<file path="config.mk">
export PLATFORM = sky130hd
export DESIGN_NAME = tile_renderer
export DESIGN_NICKNAME = d
export VERILOG_FILES = /design/src/rtl/tile_renderer_pkg.sv /design/src/rtl/tile_renderer_fifo.sv /design/src/rtl/tile_renderer.sv
export SDC_FILE = /design/constraint.sdc
export NUM_CORES = 1
export LEC_CHECK = 0
export ABC_AREA = 1
export ABC_CLOCK_PERIOD_IN_PS = 3050
export CAP_MARGIN = 10
export CORE_ASPECT_RATIO = 1.2
export CORE_MARGIN = 8
export CORE_UTILIZATION = 45
export CTS_CLUSTER_SIZE = 20
export DETAILED_ROUTE_END_ITERATION = 7
export GPL_ROUTABILITY_DRIVEN = 0
export PLACE_DENSITY = 0.66
export SLEW_MARGIN = 30
export SYNTH_ARGS = -nofsm -noshare
export SYNTH_HDL_FRONTEND = slang
export SYNTH_SLANG_ARGS = --single-unit
</file>
<file path="constraint.sdc">
create_clock -name clk -period 3.05 [get_ports clk]
set_clock_uncertainty 0.05 [all_clocks]
set_input_delay 0.305 -clock clk [delete_from_list [all_inputs] [get_ports clk]]
set_output_delay 0.305 -clock clk [all_outputs]
set_load 0.01 [all_outputs]
</file>
<file path="src/rtl/tile_renderer_pkg.sv">
// Shared definitions for the tile renderer: field widths, tile codes, grid
// limits, colour palette, FSM state encoding and the plot request payload.
package tile_renderer_pkg;

    localparam int unsigned TX_W  = 4;
    localparam int unsigned TY_W  = 4;
    localparam int unsigned TV_W  = 3;
    localparam int unsigned VX_W  = 8;
    localparam int unsigned VY_W  = 7;
    localparam int unsigned COL_W = 3;

    // Largest legal grid column / row
    localparam int unsigned MAX_X = 11;
    localparam int unsigned MAX_Y = 9;

    // Tile codes
    localparam logic [TV_W-1:0] TILE_FLOOR  = 3'b000;
    localparam logic [TV_W-1:0] TILE_PLAYER = 3'b001;
    localparam logic [TV_W-1:0] TILE_WALL   = 3'b010;
    localparam logic [TV_W-1:0] TILE_BLOCK  = 3'b011;
    localparam logic [TV_W-1:0] TILE_BOMB   = 3'b100;

    // Colours {R,G,B}
    localparam logic [COL_W-1:0] COL_BLACK  = 3'b000;
    localparam logic [COL_W-1:0] COL_BLUE   = 3'b001;
    localparam logic [COL_W-1:0] COL_WHITE  = 3'b111;
    localparam logic [COL_W-1:0] COL_YELLOW = 3'b110;
    localparam logic [COL_W-1:0] COL_RED    = 3'b100;

    typedef enum logic [1:0] {
        ST_IDLE = 2'd0,
        ST_POP  = 2'd1,
        ST_DRAW = 2'd2
    } state_e;

    typedef struct packed {
        logic [TX_W-1:0] tx;
        logic [TY_W-1:0] ty;
        logic [TV_W-1:0] tv;
    } plot_req_t;

    localparam int unsigned REQ_W = $bits(plot_req_t);

    // Tile code to pixel colour; undefined codes render black
    function automatic logic [COL_W-1:0] palette(input logic [TV_W-1:0] tv);
        logic [COL_W-1:0] c;
        case (tv)
            TILE_FLOOR:  c = COL_BLACK;
            TILE_PLAYER: c = COL_BLUE;
            TILE_WALL:   c = COL_WHITE;
            TILE_BLOCK:  c = COL_YELLOW;
            TILE_BOMB:   c = COL_RED;
            default:     c = COL_BLACK;
        endcase
        return c;
    endfunction

endpackage

</file>
<file path="src/rtl/tile_renderer_fifo.sv">
// Synchronous request FIFO with occupancy count.
//   clk, resetn      : clock, async active-low reset
//   push_i, wdata_i  : enqueue (ignored when full, even if popping same edge)
//   pop_i, rdata_o   : dequeue (ignored when empty); rdata_o is the current head
//   full_o, empty_o  : status
//   count_o          : occupancy 0..DEPTH
// DEPTH must be a power of two, at least 2, so the pointers wrap naturally.
module tile_renderer_fifo #(
    parameter int unsigned WIDTH = 11,
    parameter int unsigned DEPTH = 4
) (
    input  logic                       clk,
    input  logic                       resetn,
    input  logic                       push_i,
    input  logic [WIDTH-1:0]           wdata_i,
    input  logic                       pop_i,
    output logic [WIDTH-1:0]           rdata_o,
    output logic                       full_o,
    output logic                       empty_o,
    output logic [$clog2(DEPTH):0]     count_o
);

    localparam int unsigned AW    = $clog2(DEPTH);
    localparam int unsigned CNT_W = AW + 1;

    logic [WIDTH-1:0] mem_q [DEPTH];
    logic [AW-1:0]    wr_ptr_q, wr_ptr_d;
    logic [AW-1:0]    rd_ptr_q, rd_ptr_d;
    logic [CNT_W-1:0] count_q, count_d;
    logic             do_push, do_pop;

    assign full_o  = (count_q == CNT_W'(DEPTH));
    assign empty_o = (count_q == '0);
    assign count_o = count_q;
    assign rdata_o = mem_q[rd_ptr_q];

    assign do_push = push_i && !full_o;
    assign do_pop  = pop_i && !empty_o;

    // Pointer and occupancy update
    always_comb begin
        wr_ptr_d = wr_ptr_q;
        rd_ptr_d = rd_ptr_q;
        count_d  = count_q;
        if (do_push) wr_ptr_d = wr_ptr_q + AW'(1);
        if (do_pop)  rd_ptr_d = rd_ptr_q + AW'(1);
        case ({do_push, do_pop})
            2'b10:   count_d = count_q + CNT_W'(1);
            2'b01:   count_d = count_q - CNT_W'(1);
            default: count_d = count_q;
        endcase
    end

    always_ff @(posedge clk or negedge resetn) begin
        if (!resetn) begin
            wr_ptr_q <= '0;
            rd_ptr_q <= '0;
            count_q  <= '0;
        end else begin
            wr_ptr_q <= wr_ptr_d;
            rd_ptr_q <= rd_ptr_d;
            count_q  <= count_d;
        end
    end

    // Storage needs no reset: entries are only read after being written
    always_ff @(posedge clk) begin
        if (do_push) mem_q[wr_ptr_q] <= wdata_i;
    end

endmodule

</file>
<file path="src/rtl/tile_renderer.sv">
// Expands tile plot requests into TILE_SIZE x TILE_SIZE pixel writes, one per
// clock, row-major with x fastest.
//   clk, resetn                 : clock, async active-low reset
//   plot, tile_x/y, tile_val    : request strobe and payload (queued in a FIFO)
//   ready                       : FIFO not full
//   busy                        : FIFO non-empty or renderer not idle
//   overflow                    : sticky, a request arrived while the FIFO was full
//   vga_x, vga_y, colour, writeEn : registered pixel write to the VGA adapter
module tile_renderer
    import tile_renderer_pkg::*;
#(
    parameter int unsigned TILE_SIZE  = 8,
    parameter int unsigned X_OFF      = 32,
    parameter int unsigned Y_OFF      = 20,
    parameter int unsigned FIFO_DEPTH = 4
) (
    input  logic              clk,
    input  logic              resetn,
    input  logic              plot,
    input  logic [TX_W-1:0]   tile_x,
    input  logic [TY_W-1:0]   tile_y,
    input  logic [TV_W-1:0]   tile_val,
    output logic              ready,
    output logic              busy,
    output logic              overflow,
    output logic [VX_W-1:0]   vga_x,
    output logic [VY_W-1:0]   vga_y,
    output logic [COL_W-1:0]  colour,
    output logic              writeEn
);

    localparam int unsigned CW    = $clog2(TILE_SIZE);
    localparam int unsigned CNT_W = $clog2(FIFO_DEPTH) + 1;

    state_e            state_q, state_d;
    plot_req_t         req_in, head;
    logic              fifo_full, fifo_empty, fifo_pop;
    logic [CNT_W-1:0]  fifo_count;

    logic [TX_W-1:0]   tx_q, tx_d;
    logic [TY_W-1:0]   ty_q, ty_d;
    logic [TV_W-1:0]   tv_q, tv_d;
    logic [CW-1:0]     px_q, px_d;
    logic [CW-1:0]     py_q, py_d;
    logic [VX_W-1:0]   vga_x_q, vga_x_d;
    logic [VY_W-1:0]   vga_y_q, vga_y_d;
    logic [COL_W-1:0]  colour_q, colour_d;
    logic              we_q, we_d;
    logic              overflow_q, overflow_d;

    // Tile currently being addressed: the FIFO head on the POP cycle, else the latched one
    logic [TX_W-1:0]   sel_tx;
    logic [TY_W-1:0]   sel_ty;
    logic [TV_W-1:0]   sel_tv;

    assign req_in   = '{tx: tile_x, ty: tile_y, tv: tile_val};
    assign fifo_pop = (state_q == ST_POP);

    tile_renderer_fifo #(
        .WIDTH (REQ_W),
        .DEPTH (FIFO_DEPTH)
    ) u_fifo (
        .clk     (clk),
        .resetn  (resetn),
        .push_i  (plot),
        .wdata_i (req_in),
        .pop_i   (fifo_pop),
        .rdata_o (head),
        .full_o  (fifo_full),
        .empty_o (fifo_empty),
        .count_o (fifo_count)
    );

    assign ready    = (fifo_count < CNT_W'(FIFO_DEPTH));
    assign busy     = !fifo_empty || (state_q != ST_IDLE);
    assign overflow = overflow_q;
    assign vga_x    = vga_x_q;
    assign vga_y    = vga_y_q;
    assign colour   = colour_q;
    assign writeEn  = we_q;

    assign overflow_d = overflow_q || (plot && fifo_full);

    assign sel_tx = (state_q == ST_POP) ? head.tx : tx_q;
    assign sel_ty = (state_q == ST_POP) ? head.ty : ty_q;
    assign sel_tv = (state_q == ST_POP) ? head.tv : tv_q;

    // Next state, counters and the next registered pixel write
    always_comb begin
        state_d  = state_q;
        tx_d     = tx_q;
        ty_d     = ty_q;
        tv_d     = tv_q;
        px_d     = px_q;
        py_d     = py_q;
        we_d     = 1'b0;
        vga_x_d  = vga_x_q;
        vga_y_d  = vga_y_q;
        colour_d = colour_q;

        case (state_q)
            ST_IDLE: begin
                if (!fifo_empty) state_d = ST_POP;
            end
            ST_POP: begin
                tx_d = head.tx;
                ty_d = head.ty;
                tv_d = head.tv;
                px_d = '0;
                py_d = '0;
                if ((head.tx > TX_W'(MAX_X)) || (head.ty > TY_W'(MAX_Y))) begin
                    state_d = ST_IDLE;
                end else begin
                    state_d = ST_DRAW;
                    we_d    = 1'b1;
                end
            end
            ST_DRAW: begin
                if ((px_q == CW'(TILE_SIZE - 1)) && (py_q == CW'(TILE_SIZE - 1))) begin
                    state_d = ST_IDLE;
                end else begin
                    we_d = 1'b1;
                    px_d = px_q + CW'(1);
                    if (px_q == CW'(TILE_SIZE - 1)) py_d = py_q + CW'(1);
                end
            end
            default: state_d = ST_IDLE;
        endcase

        if (we_d) begin
            vga_x_d  = VX_W'(X_OFF) + VX_W'(sel_tx) * VX_W'(TILE_SIZE) + VX_W'(px_d);
            vga_y_d  = VY_W'(Y_OFF) + VY_W'(sel_ty) * VY_W'(TILE_SIZE) + VY_W'(py_d);
            colour_d = palette(sel_tv);
        end
    end

    always_ff @(posedge clk or negedge resetn) begin
        if (!resetn) begin
            state_q    <= ST_IDLE;
            tx_q       <= '0;
            ty_q       <= '0;
            tv_q       <= '0;
            px_q       <= '0;
            py_q       <= '0;
            vga_x_q    <= '0;
            vga_y_q    <= '0;
            colour_q   <= '0;
            we_q       <= 1'b0;
            overflow_q <= 1'b0;
        end else begin
            state_q    <= state_d;
            tx_q       <= tx_d;
            ty_q       <= ty_d;
            tv_q       <= tv_d;
            px_q       <= px_d;
            py_q       <= py_d;
            vga_x_q    <= vga_x_d;
            vga_y_q    <= vga_y_d;
            colour_q   <= colour_d;
            we_q       <= we_d;
            overflow_q <= overflow_d;
        end
    end

endmodule
</file>
==> flow_metrics.py, run 1 <==
metrics = {
    "yosys": {
        "seq_area_frac_synth_pct": 62.6,
        "synth.mux.area_fraction_pct": 0,
        "avgSynthCellArea_um2": 10.0,
        "yosys_warnings": 0,
        "synthSimpleGateAreaFrac_pct": 21.4,
        "ys_ff_latch": 90,
        "synth_xor_xnor_area_share_pct": 0.887,
        "synthAdderAreaFrac_pct": 5.26,
        "syn_inst": 395,
        "ys_types": 30,
        "synth_nets": 425,
        "synth_area_mm2": 0.00395,
        "synth_top_family_by_area": "simple AND/OR/NAND/NOR gates",
        "synth-compound-area-share_pct": 3.61,
    },
    "clock_network": {
        "clkSinkCount": 90,
        "htree_levels": 3,
        "cts_buffers": 9,
        "cts_root_buffer": "clkbuf_8",
        "clk_pin_slew_ps": 80,
        "cts_resized": 0,
        "clkLatencyLatePin_ps": 360,
        "cts_buffer_depth": 2,
        "cts_tree": "yes",
    },
    "setup_path": {
        "cp.buffers_inverters": 0,
        "cpPeakStageDelay_ps": 400,
        "endpoint_kind": "flip-flop",
        "r2r_end": "vga_y[6]$_DFFE_PN0P_",
        "cp-start-kind": "flip-flop",
        "worstPathMaxFanout": 4,
        "slowest_stage": "dfrtp_1",
        "critPathTopFamily": "simple AND/OR/NAND/NOR gates",
        "cp_common_cell": "nand2_1",
        "r2r-start": "px_q[0]$_DFF_PN0_",
        "cp.arrival_ps": 2440,
        "reg2regPathDepth": 14,
        "r2r_slack_ps": 810,
        "crit_type": "reg -> reg",
        "cp.required_ps": 3250,
        "path_cells": "ha_1 -> ha_1 -> nand2_1 -> nand3_1 -> nand2_1 -> nand2_1 -> nor2_1 -> ha_1 -> nand3b_1 -> nand2_1 -> nand2_1 -> nand2_1 -> nand2_1 -> nand2_1",
    },
    "drt": {
        "first_iter_violations": 115,
        "firstDrtPassIters": 4,
        "wl_per_cell_um": 13.2,
        "routed-via-count": 2652,
        "route.detailed.drc": 0,
        "postRouteAntennaNets": 0,
        "viasPerCell": 4.74,
        "drt_wl_total_um": 7380,
    },
    "timing": {
        "max_freq_ghz": 0.447,
        "worst_pin_slew_ps": 580,
        "rsz0062_at_grt": "no",
        "fin_ws_ps": 813,
        "report.final.hold_viol_count": 0,
        "final_max_slew_viol_count": 0,
        "fin_crit_sh_pct": 73.3,
        "setup_viol_count_final": 0,
        "finalCriticalPeriod_ps": 2240,
        "fin_setup_tns_ps": 0,
        "maxSlewHeadroom_pct": 61.3,
    },
    "floorplanning": {
        "fp.dieW_um": 102,
        "die-area_mm2": 0.0120,
        "io_pins": 36,
        "fp-row-count": 37,
        "core_area_mm2": 0.00856,
        "initial_utilization_pct": 46.1,
        "die_y_um": 119,
    },
    "placement": {
        "dp_slack_ps": 834,
        "dp_hpwl_um": 5000,
        "port_buffers": 35,
    },
    "finish": {
        "multi_input_area_mm2": 0.00123,
        "syn2layout_area_growth_pct": 16.3,
        "layout.nets": 467,
        "final_common_cell": "nand2_1",
        "final.fill_count": 784,
        "seqCellArea_mm2": 0.00247,
        "final_cell_mix": "141 x nand2_1, 46 x dfrtp_1, 44 x edfxtp_1, 36 x inv_1, 34 x clkdlybuf4s50_1",
        "antenna_cells": 0,
        "drive_gt1_share_pct": 6.56,
    },
    "power": {
        "power.total_mw": 4.71,
        "p_per_area_mw_per_mm2": 1030,
        "p_leak_nw": 2.13,
        "vdd.ir_drop.worst_mv": 0.368,
    },
    "status": {
        "status": "completed",
    },
    "global_route": {
        "antenna_found_initial": 0,
        "first_global_vias": 2661,
        "grt_pass1_wl_um": 12200,
        "gr-usage-all-layers_pct": 13.3,
        "grt-ovfl-total": 0,
        "grt_max_degree": 47,
    },
    "worst_hold_path": {
        "hp-class": "in -> async",
    },
    "flow_run": {
        "maxCapViolations": 0,
    },
}
[timing repair]
item,4_1_cts,5_1_grt
setup buffers,0,0
endpoints found under the hold margin,46,0
hold buffers,1,0
[cell usage after synthesis]
master / number / area (um^2)
xnor2_1: 1 / 8.76
fa_1: 1 / 20.0
buf_6: 3 / 33.8
xor2_1: 3 / 26.3
a31oi_1: 2 / 12.5
nand2_4: 1 / 11.3
nand2_1: 141 / 529
edfxtp_1: 44 / 1320
buf_4: 4 / 30.0
nand3_1: 29 / 145
o21ai_0: 11 / 55.1
a211oi_1: 1 / 7.51
buf_1: 1 / 3.75
inv_4: 1 / 6.26
nand2_2: 1 / 6.26
nand3b_1: 1 / 7.51
a21oi_1: 4 / 20.0
o21a_1: 2 / 15.0
nor2_1: 32 / 120
or2_2: 3 / 18.8
ha_1: 15 / 188
nand4_1: 1 / 6.26
buf_8: 1 / 15.0
o21bai_1: 1 / 7.51
dfrtp_1: 46 / 1150
inv_6: 1 / 8.76
inv_2: 1 / 3.75
buf_2: 2 / 10.0
o21ai_1: 5 / 25.0
inv_1: 36 / 135
[worst reg2reg max path: cells and delay by family (launching register included)]
| family | cells | cell delay (ps) |
|---|---|---|
| and+or+nand+nor | 11 | 1030 |
| adders and majority gates | 3 | 640 |
| DFF | 1 | 400 |
[routing by layer]
metal	part of all wire, %	track usage (%)	vias to the layer above
met5	0	0	-
met3	4.3	2.76	15
met4	3.3	9.80	0
met1	46	15.6	1228
li1	-	-	1348
met2	46	20.9	61
[where the power goes]
part           internal, mW  switching (mW)
sequential             1.67           0.186
clock                 0.375           0.403
combinational         0.773            1.30
total                  2.82            1.89
[per-stage QoR]
stage | cell area (um^2) | instances | hold slack [ps] | util, %
3_3_place_gp | 4390 | 542 | 408 | 51.3
5_1_grt | 4590 | 559 | 446 | 53.6
2_1_floorplan | 3950 | 395 | -40.6 | -
3_5_place_dp | 4400 | 542 | 298 | 51.3
6_report | 4590 | 559 | 431 | 53.6
4_1_cts | 4590 | 559 | 433 | 53.6
[worst max-delay path by stage]
stage / start / end / slack [ps] / cells after the start
2_1_floorplan: state_q[1]$_DFFE_PN0P_ / u_fifo.count_o[2]$_DFFE_PN0P_ / 700 / 12
3_3_place_gp: plot / u_fifo.count_o[2]$_DFFE_PN0P_ / 920 / 8
4_1_cts: px_q[0]$_DFF_PN0_ / vga_y[6]$_DFFE_PN0P_ / 790 / 14
5_1_grt: px_q[0]$_DFF_PN0_ / vga_y[6]$_DFFE_PN0P_ / 540 / 14
6_report: px_q[0]$_DFF_PN0_ / vga_y[6]$_DFFE_PN0P_ / 810 / 14
3_5_place_dp: px_q[0]$_DFF_PN0_ / vga_y[6]$_DFFE_PN0P_ / 830 / 14
[cell families after synthesis]
kind of cell	after synthesis
buffers and inverters	50
AOI/OAI and AO/OA	26
DFF	90
and+or+nand+nor	209
adders and majority gates	16
xor gates and xnor gates	4
[sequential cells by signal (all words and copies together), names as in the netlist]
register	flops
colour	3
overflow	1
px_q	3
py_q	3
state_q	2
tv_q	3
tx_q	4
ty_q	4
u_fifo.count_o	3
u_fifo.mem_q	44
u_fifo.rd_ptr_q	2
u_fifo.wr_ptr_q	2
vga_x	8
vga_y	7
writeEn	1
[layout make-up]
cell class / instances / share of cell area, %
well taps: 117 / 3.19
clock buffers: 10 / 2.78
inverters: 39 / 3.35
multi-input cells: 255 / 26.8
clock inverters: 6 / 1.25
repair buffers: 42 / 8.78
flip-flops and latches: 90 / 53.9
Note: power is estimated with default switching activity, not from simulation.
==> inputs of run 2 (changes only) <==
- ABC_CLOCK_PERIOD_IN_PS: 3050 -> 2230
- clock period: 3.05 -> 2.23 ns (I/O delays scaled with it)
==> run 2 against run 1 <==
Net effect: hold slack lost 40 ps; via count shrank 0.11%; utilization grew 0.79 points; first-iteration DRC count grew 5.2%; critical path type unchanged.
==> flow_metrics.py, run 2 (synthesized netlist as in run 1, its figures left out) <==
metrics = {
    "status": {
        "status": "completed",
    },
    "setup_path": {
        "crit_type": "reg -> reg",
        "cp.required_ps": 2430,
        "cpPeakStageDelay_ps": 400,
        "endpoint_kind": "flip-flop",
        "worstPathMaxFanout": 5,
        "slowest_stage": "ha_2",
        "path_cells": "inv_1 -> ha_2 -> inv_1 -> nor2_1 -> inv_1 -> nand2_1 -> nor2_2 -> ha_1 -> nand3b_1 -> nand3_1 -> nand2_1 -> nand2_1 -> nand2_1",
        "cp_common_cell": "nand2_1",
        "cp-start-kind": "flip-flop",
        "cp.arrival_ps": 2260,
    },
    "global_route": {
        "gr-usage-all-layers_pct": 13.0,
        "grt_max_degree": 36,
        "antenna_found_initial": 0,
        "grt_pass1_wl_um": 12400,
        "grt-ovfl-total": 0,
        "first_global_vias": 2563,
    },
    "power": {
        "power_frac_comb_pct": 45.0,
        "swShare_pct": 41.2,
        "p_seq_share_pct": 38.4,
        "vdd.ir_drop.worst_mv": 0.486,
        "p_per_area_mw_per_mm2": 1400,
        "switchingPower_mw": 2.69,
        "clkPwrFrac_pct": 16.6,
        "power.total_mw": 6.54,
        "internal_power_mw": 3.84,
        "p_leak_nw": 2.16,
    },
    "finish": {
        "drive_gt1_share_pct": 9.13,
        "layout.nets": 474,
        "seqCellArea_mm2": 0.00247,
        "multi_input_area_mm2": 0.00124,
        "largest_reg_flops": 44,
        "final_cell_mix": "141 x nand2_1, 46 x dfrtp_1, 44 x edfxtp_1, 36 x inv_1, 34 x clkdlybuf4s50_1",
        "antenna_cells": 0,
        "syn2layout_area_growth_pct": 18.0,
        "regMostFlops": "u_fifo.mem_q",
        "final_common_cell": "nand2_1",
        "final.fill_count": 773,
    },
    "timing": {
        "final_max_slew_viol_count": 0,
        "fin_setup_tns_ps": 0,
        "fin_hold_ws_ps": 391,
        "maxSlewHeadroom_pct": 46.8,
        "rsz0062_at_grt": "no",
        "finalCriticalPeriod_ps": 2060,
        "max_freq_ghz": 0.485,
        "report.final.hold_viol_count": 0,
        "worst_pin_slew_ps": 798,
        "fin_crit_sh_pct": 92.4,
        "setup_viol_count_final": 0,
    },
    "drt": {
        "wl_per_cell_um": 13.2,
        "first_iter_violations": 121,
        "firstDrtPassIters": 4,
        "viasPerCell": 4.68,
        "routed-via-count": 2649,
        "route.detailed.drc": 0,
        "drt_wl_total_um": 7450,
        "postRouteAntennaNets": 0,
    },
    "floorplanning": {
        "fp-row-count": 37,
        "fp.dieW_um": 102,
        "initial_utilization_pct": 46.1,
        "core_area_mm2": 0.00856,
        "io_pins": 36,
        "die_y_um": 119,
        "die-area_mm2": 0.0120,
    },
    "placement": {
        "port_buffers": 35,
        "dp_hpwl_um": 5290,
    },
    "worst_hold_path": {
        "hp-class": "in -> reg",
    },
    "clock_network": {
        "cts_buffer_depth": 2,
        "cts_root_buffer": "clkbuf_8",
        "htree_levels": 3,
        "clkLatencyLatePin_ps": 360,
        "clk_pin_slew_ps": 100,
        "cts_tree": "yes",
        "cts_buffers": 9,
        "clkSinkCount": 90,
        "cts_setup_buffers": 0,
    },
    "flow_run": {
        "maxCapViolations": 0,
    },
}
## run 2: cell types whose count changed in the layout (fill, tap and decap cells not counted), sizes merged
cell / delta
clkbuf: -1
buf: +7
inv: +4
clkinv: -2
bufinv: -1
## run 2: path summary, 6_finish.rpt
path | start | end | slack, ps | depth (start not counted)
setup / recovery | state_q[1]$_DFFE_PN0P_ | vga_y[6]$_DFFE_PN0P_ | 170 | 13
hold / removal | plot | overflow$_DFF_PN0_ | 390 | 3
setup reg to reg | state_q[1]$_DFFE_PN0P_ | vga_y[6]$_DFFE_PN0P_ | 170 | 13
hold reg to reg | vga_y[3]$_DFFE_PN0P_ | vga_y[3]$_DFFE_PN0P_ | 430 | 2
max in group asynchronous | resetn | vga_x[5]$_DFFE_PN0P_ | 1030 | 3
min in group asynchronous | resetn | vga_y[4]$_DFFE_PN0P_ | 430 | 2
## run 2: what timing repair did
action,4_1_cts,5_1_grt
hold buffers,1,0
endpoints found under the setup margin,0,1
endpoints found under the hold margin,34,0
gates resized for setup,0,3
## run 2: stage by stage
stage / area (um^2) / instances / setup slack, ps / util, %
floorplan: 3950 / 395 / 5.58 / -
global placement: 4450 / 549 / 188 / 51.9
detailed placement: 4450 / 549 / 111 / 51.9
CTS: 4650 / 566 / 101 / 54.3
global route: 4660 / 566 / 9.25 / 54.4
finish: 4660 / 566 / 169 / 54.4
## run 2: worst max-delay path, delay by kind of cell (launching register included)
kind | cells | cell delay (ps)
buffers and inverters | 3 | 230
flip-flops | 1 | 380
adder cells (fa/ha/maj) | 2 | 600
AND/OR/NAND/NOR | 8 | 720
## run 2: cell type report
cell class | instances | area share (%)
Timing Repair Buffer | 49 | 9.72
Clock buffer | 9 | 2.66
Inverter | 39 | 3.30
Tap cell | 117 | 3.14
Clock inverter | 7 | 1.48
Sequential cell | 90 | 53.1
Multi-Input combinational cell | 255 | 26.6
## run 2: metal layers
metal  GRT usage (%)  part of all wire [%]
met1            16.9                    48
met2            21.0                    47
met3            2.35                   3.5
met4            4.86                   1.6
met5               0                     0
## run 2: power by group through the flow
stage | logic, mW | registers, mW | clock network, mW
4_1_cts | 2.98 | 2.52 | 1.11
3_3_place_gp | 2.90 | 2.53 | 0
2_1_floorplan | 2.08 | 2.55 | 0
3_5_place_dp | 2.96 | 2.55 | 0
6_report | 2.94 | 2.51 | 1.08
5_1_grt | 3.36 | 2.57 | 1.17
